`config.mk`:
```
export PLATFORM = sky130hd
export DESIGN_NAME = parity_frame_ctrl
export DESIGN_NICKNAME = d
export VERILOG_FILES = /design/src/rtl/parity_frame_ctrl.sv
export SDC_FILE = /design/constraint.sdc
export NUM_CORES = 1
export LEC_CHECK = 0
export BUFFER_PORTS_ARGS = -buffer_cell sky130_fd_sc_hd__buf_2
export CAP_MARGIN = 20
export CORE_MARGIN = 5
export CORE_UTILIZATION = 50
export CTS_CLUSTER_DIAMETER = 120
export DETAILED_ROUTE_END_ITERATION = 6
export HOLD_SLACK_MARGIN = 0.15
export PLACE_DENSITY = 0.83
export SYNTH_ARGS = -nofsm -noshare
export SYNTH_HDL_FRONTEND = slang
export SYNTH_SLANG_ARGS = --single-unit
```
`constraint.sdc`:
```
create_clock -name clk -period 3.7 [get_ports clk]
set_input_delay 0.185 -clock clk [delete_from_list [all_inputs] [get_ports clk]]
set_output_delay 0.185 -clock clk [all_outputs]
set_load 0.05 [all_outputs]
```
`src/rtl/parity_frame_ctrl.sv`:
```
// Frame controller: serializes parallel words LSB-first and appends a parity bit.
module parity_frame_ctrl #(
   parameter int unsigned WIDTH = 8,
   parameter bit          ODD   = 1'b0
) (
   input  logic             clk,
   input  logic             rst_n,
   input  logic             in_valid,
   input  logic [WIDTH-1:0] in_data,
   output logic             in_ready,
   input  logic             flush,
   output logic             ser_x,
   output logic             ser_en,
   output logic             ser_last,
   output logic             busy,
   output logic             frame_done,
   output logic             par_out
);

   localparam int unsigned     CW       = (WIDTH > 1) ? $clog2(WIDTH) : 1;
   localparam logic [CW-1:0]   LAST_BIT = CW'(WIDTH - 1);

   typedef enum logic [1:0] {
      IDLE   = 2'd0,
      SHIFT  = 2'd1,
      PARITY = 2'd2
   } state_e;

   state_e           state_q, state_d;
   logic [WIDTH-1:0] shift_q, shift_d;
   logic [CW-1:0]    cnt_q, cnt_d;
   logic             acc_q, acc_d;
   logic             par_q, par_d;
   logic             done_q, done_d;

   assign frame_done = done_q;
   assign par_out    = par_q;

   // State and datapath registers.
   always_ff @(posedge clk or negedge rst_n) begin
      if (!rst_n) begin
         state_q <= IDLE;
         shift_q <= '0;
         cnt_q   <= '0;
         acc_q   <= 1'b0;
         par_q   <= 1'b0;
         done_q  <= 1'b0;
      end else begin
         state_q <= state_d;
         shift_q <= shift_d;
         cnt_q   <= cnt_d;
         acc_q   <= acc_d;
         par_q   <= par_d;
         done_q  <= done_d;
      end
   end

   // Next-state and output decode; flush overrides every transition.
   always_comb begin
      state_d  = state_q;
      shift_d  = shift_q;
      cnt_d    = cnt_q;
      acc_d    = acc_q;
      par_d    = par_q;
      done_d   = 1'b0;
      in_ready = 1'b0;
      ser_x    = 1'b0;
      ser_en   = 1'b0;
      ser_last = 1'b0;
      busy     = 1'b0;

      case (state_q)
         IDLE: begin
            in_ready = !flush;
            if (in_valid && !flush) begin
               shift_d = in_data;
               cnt_d   = '0;
               acc_d   = 1'b0;
               state_d = SHIFT;
            end
         end
         SHIFT: begin
            ser_en  = 1'b1;
            busy    = 1'b1;
            ser_x   = shift_q[0];
            acc_d   = acc_q ^ shift_q[0];
            shift_d = shift_q >> 1;
            if (cnt_q == LAST_BIT) begin
               state_d = PARITY;
            end else begin
               cnt_d = cnt_q + CW'(1);
            end
         end
         PARITY: begin
            ser_en   = 1'b1;
            ser_last = 1'b1;
            busy     = 1'b1;
            ser_x    = acc_q ^ ODD;
            in_ready = !flush;
            par_d    = acc_q ^ ODD;
            done_d   = 1'b1;
            cnt_d    = '0;
            acc_d    = 1'b0;
            if (in_valid && !flush) begin
               shift_d = in_data;
               state_d = SHIFT;
            end else begin
               state_d = IDLE;
            end
         end
         default: begin
            state_d = IDLE;
         end
      endcase

      if (flush) begin
         state_d = IDLE;
         shift_d = '0;
         cnt_d   = '0;
         acc_d   = 1'b0;
         par_d   = par_q;
         done_d  = 1'b0;
      end
   end

endmodule

```
# Word-level counts from Yosys, hierarchy flattened
# Cells that the tools add are included.
# word_totals
regBits	16
inputBits	12
output_inout_bits	7
wordCells	48
# op_classes
n_addsub	1
n_eq_ne	7
mux	20
bitwise_logic	2
n_reduce_logical	12
# ops
cell	count
two-way mux 8 bit	2
case mux 8 bit (2 select lines)	1
two-way mux 3 bit	3
inequality test 3 bit (second input constant)	3
case mux 3 bit (3 select lines)	1
AND reduction 2 bit	4
two-way mux 1 bit	7
two-way mux 2 bit	3
case mux 2 bit (3 select lines)	1
nonzero test 4 bit	1
OR reduction 2 bit	2
adder 3 x 1 -> 3 bit (second input constant)	1
== test 3 bit (second input constant)	1
inequality test 3 x 1 -> 1 bit (second input constant)	1
case mux 1 bit (3 select lines)	1
AND reduction 3 bit	1
nonzero test 3 bit	1
== test 2 x 1 -> 1 bit (second input constant)	1
== test 2 bit (second input constant)	1
zero test 2 bit	1
case mux 1 bit (2 select lines)	1
logical AND 1 bit	1
zero test 1 bit	1
inverter 1 bit	1
XOR 1 bit	1

# Longest topological paths before layout
# logic_depth
ltp_word	5
depth_mapped	7
ltp_nobuf	5

# Worst setup path before layout
# No wires, ideal clock.
# synth_timing
path_type	flip-flop to output port
start	reg state_q[0]
end	out ser_x
arrival_ps	2651
required_time_ps	3515
path_slack_ps	864
path_stages_with_launch	7
n_path_buf	2
path_cell_list	dfrtp_1 inv_1 ha_1 buf_2 clkbuf_1 nand2_1 a21boi_0
# synth_via
elab_chain_cells	2
elab_cells_between_ends	3
classes_between	eq/ne: 2; mux: 1
# synth_rtl
item	line	source
from (decl)	29	state_e state_q, state_d;
from (signal assigned)	49	state_q <= state_d;
== test 2 bit / == test 2 x 1 -> 1 bit (equally long branches)	72	case (state_q)
case mux 1 bit (2 select lines) *	72	
to (decl)	12	output logic ser_x,
# Mark *: on every way between the ends. The rest lies on a longest branch, timed or not.

# Worst setup path after layout
# layout_timing
start	reg state_q[0]
end	reg shift_q[5]
# layout_via
elab_chain_cells	4
elab_cells_between_ends	9
classes_between	eq/ne: 3; mux: 2; reduce/logical: 4
# layout_rtl
item	line	source
== test 2 bit / zero test 2 bit (equally long branches)	72	
OR reduction 2 bit (no line)	n/a	
case mux 8 bit (2 select lines) (tied with other cells)	72	
two-way mux 8 bit / AND reduction 2 bit (equally long branches)	n/a	
to (signal assigned)	50	shift_q <= shift_d;
to (decl)	30	logic [WIDTH-1:0] shift_q, shift_d;
# Several ways; a longest one is shown, not always the timed one.
# A chain may end at the register's enable or synchronous reset.

==> impl_metrics.json <==
{
  "first_pass_iters": 4,
  "seq_area_frac_synth": 0.397,
  "power.density_nw_per_um2": 324,
  "finalSetupViolCount": 0,
  "synthSimpleGateAreaFrac": 0.197,
  "place.gp.congestion": 0.759,
  "grt_overflow": 0,
  "hold_path_class": "in -> reg",
  "vias_per_cell": 5.64,
  "cts_tree": "done",
  "synthTopCellsByArea": "dfrtp_1, ha_1, or3b_2, mux2_2, a21oi_1",
  "clock_path_buffers": 2,
  "first_global_vias": 787,
  "r2r-end": "shift_q[5]",
  "synth_compound_area_frac": 0.176,
  "whs_ns": 0.234,
  "regArea_sq_um": 400,
  "synth_flop_cell": "dfrtp_1",
  "cts_sinks": 16,
  "wl_per_cell_um": 14.1,
  "rsz0062_at_grt": "false",
  "layout.nets": 135,
  "yosysWarnings": 0,
  "critPathMaxStageDelay_ns": 0.50,
  "slew_violations": 0,
  "worstSkewPairLatency_ns": 0.28,
  "syn_nets": 120,
  "synth_most_common_cell": "dfrtp_1",
  "fmax_mhz": 446,
  "port_buffers": 18,
  "grt.total_usage": 0.161,
  "syn_area_sq_um": 1010,
  "root_buffer": "clkbuf_4",
  "finalSetupTns_ns": 0,
  "multiInputGateArea_sq_um": 554,
  "drt_first_iter_violations": 16,
  "min_period_ns": 2.24,
  "synth_xor_area_frac": 0,
  "synth_top_family_by_area": "simple AND/OR/NAND/NOR gates",
  "syn_inst": 101,
  "core_area_sq_um": 1940,
  "cp_max_fo": 20,
  "critPathKind": "reg -> reg",
  "synth_edf_count": 0,
  "regToRegSetupSlack_ns": 1.46,
  "drive_above_1_share": 0.298,
  "slew_headroom": 0.535,
  "grt_max_degree": 21,
  "cp-startpoint": "state_q[0]",
  "initial_core_util": 0.519,
  "grt_pass1_wl_um": 3440,
  "ys_ff_latch": 16,
  "cts_buffers": 3,
  "status": "finished, final reports clean",
  "dr_total_vias": 795,
  "dieArea_sq_um": 3020,
  "totalWireLength_um": 2000,
  "r2r-start": "state_q[0]",
  "path_cells": "inv_1 > ha_1 > nor2_1 > a211oi_4 > mux2_2",
  "critPathSlowestCell": "a211oi_4",
  "die_w_um": 54.9,
  "arrival_ns": 2.42,
  "synth-async-reset-ratio": 1.00,
  "ant_nets": 0,
  "area_growth_pct": 10.9,
  "worstMarginPinSlew_ns": 0.693,
  "yosys.area.top_type": "dfrtp_1",
  "rows": 16,
  "fin_crit_sh": 0.606,
  "synth_fa_ha_area_frac": 0.0868,
  "cp_data_required_time_ns": 3.87,
  "drc_errors": 0,
  "h-tree-depth": 1,
  "synthTopCellsByCount": "dfrtp_1, a21oi_1, o21ai_0",
  "clk_pin_slew_ns": 0.09,
  "crit_end": "shift_q[5]",
  "dp_hpwl_um": 1500,
  "holdPathStages": 3,
  "pin_count": 19,
  "p_leak_nw": 0.519,
  "cts_setup_buffers": 0,
  "r2r_cells": 5,
  "ys_types": 29,
  "power_mw": 0.362,
  "synthMuxAreaShare": 0.0893,
  "fin_skew_ns": 0.00408,
  "fp.dieH_um": 54.9,
  "diodes": 0,
  "avgSynthCellArea_sq_um": 9.98,
  "nFillCells": 169,
  "ir_drop_uv": 239,
  "startpoint_type": "register",
  "hold_viol": 0,
  "worstSetupEndpointType": "register",
  "antenna_found_initial": 0,
  "max_cap_viol_count": 0,
  "yosys.area.top_type_share": 0.397
}
[final cells by class]
cell class / count / area share
repair buffers: 19 / 0.0895
well taps: 27 / 0.0302
inverters: 2 / 0.00671
multi-input cells: 74 / 0.496
flip-flops and latches: 16 / 0.358
clock buffers: 3 / 0.0201
[layer usage]
metal / up-vias / part of all wire / GRT usage
li1: 388 / - / -
met1: 379 / 0.43 / 0.198
met2: 24 / 0.50 / 0.270
met3: 4 / 0.056 / 0.0214
met4: 0 / 0.015 / 0.0891
met5: - / 0 / 0
[where the power goes]
group | leakage, nW | internal (mW) | switching (mW)
clock | 0.0138 | 0.0378 | 0.0511
combinational | 0.290 | 0.0317 | 0.0491
sequential | 0.215 | 0.186 | 0.00655
total | 0.519 | 0.255 | 0.107
[flip-flops by register name, summed over array words and instances, names as in the netlist]
name / flops
shift_q: 8
cnt_q: 3
par_out: 1
acc_q: 1
state_q: 2
frame_done: 1
[per-stage QoR]
stage	utilization	area, sq um	cells	setup WS, ns
floorplan	-	1010	101	0.864
global placement	0.559	1090	137	1.60
detailed placement	0.559	1090	137	1.48
CTS	0.576	1120	141	1.45
global route	0.576	1120	141	1.30
finish	0.576	1120	141	1.46
[cell usage in the layout (no fill, tap or decap)]
master / Yosys / layout
buf_2: 1 / 18
dfrtp_1: 16 / 16
a21oi_1: 11 / 11
o21ai_0: 9 / 9
or3b_2: 7 / 7
ha_1: 7 / 7
mux2_2: 5 / 5
nand2_1: 4 / 4
nor2_1: 3 / 3
nor2b_1: 3 / 3
mux2_1: 3 / 3
clkbuf_4: 0 / 3
inv_1: 2 / 2
a21o_1: 2 / 2
nor3_1: 2 / 2
nand3b_1: 2 / 2
or3_1: 2 / 2
a31oi_1: 2 / 2
o31ai_1: 2 / 2
nand2b_1: 2 / 2
or4_1: 2 / 2
a21boi_0: 1 / 1
o21a_1: 1 / 1
a211oi_4: 1 / 1
nor4bb_1: 1 / 1
and2_1: 1 / 1
nand4bb_1: 1 / 1
dlygate4sd3_1: 0 / 1
[worst min-delay path by stage]
stage             start          to  slack, ns
2_1_floorplan     rst_n       acc_q      -0.11
3_3_place_gp      rst_n  shift_q[4]       0.11
3_5_place_dp      rst_n  shift_q[4]       0.11
4_1_cts        in_valid  state_q[0]       0.23
5_1_grt        in_valid  state_q[0]       0.25
6_report       in_valid  state_q[0]       0.23
[logic make-up after synthesis]
kind of cell / after synthesis
AOI/OAI and AO/OA: 29
and+or+nand+nor: 30
DFF: 16
adders and majority gates: 7
muxes: 8
buffers and inverters: 11
[worst max-delay path, delay by kind of cell, from the launching register on]
family,cells,cell delay [ns]
AO/OA/AOI/OAI,1,0.50
adder cells (fa/ha/maj),1,0.48
flip-flops,1,0.43
multiplexers,1,0.39
AND/OR/NAND/NOR,1,0.21
buffers and inverters,1,0.12
[repair_timing]
action | 4_1_cts | 5_1_grt
resized for setup | 0 | 0
hold buffers | 1 | 0
hold endpoints to repair | 16 | 0
Note: power is estimated with default switching activity, not from simulation.
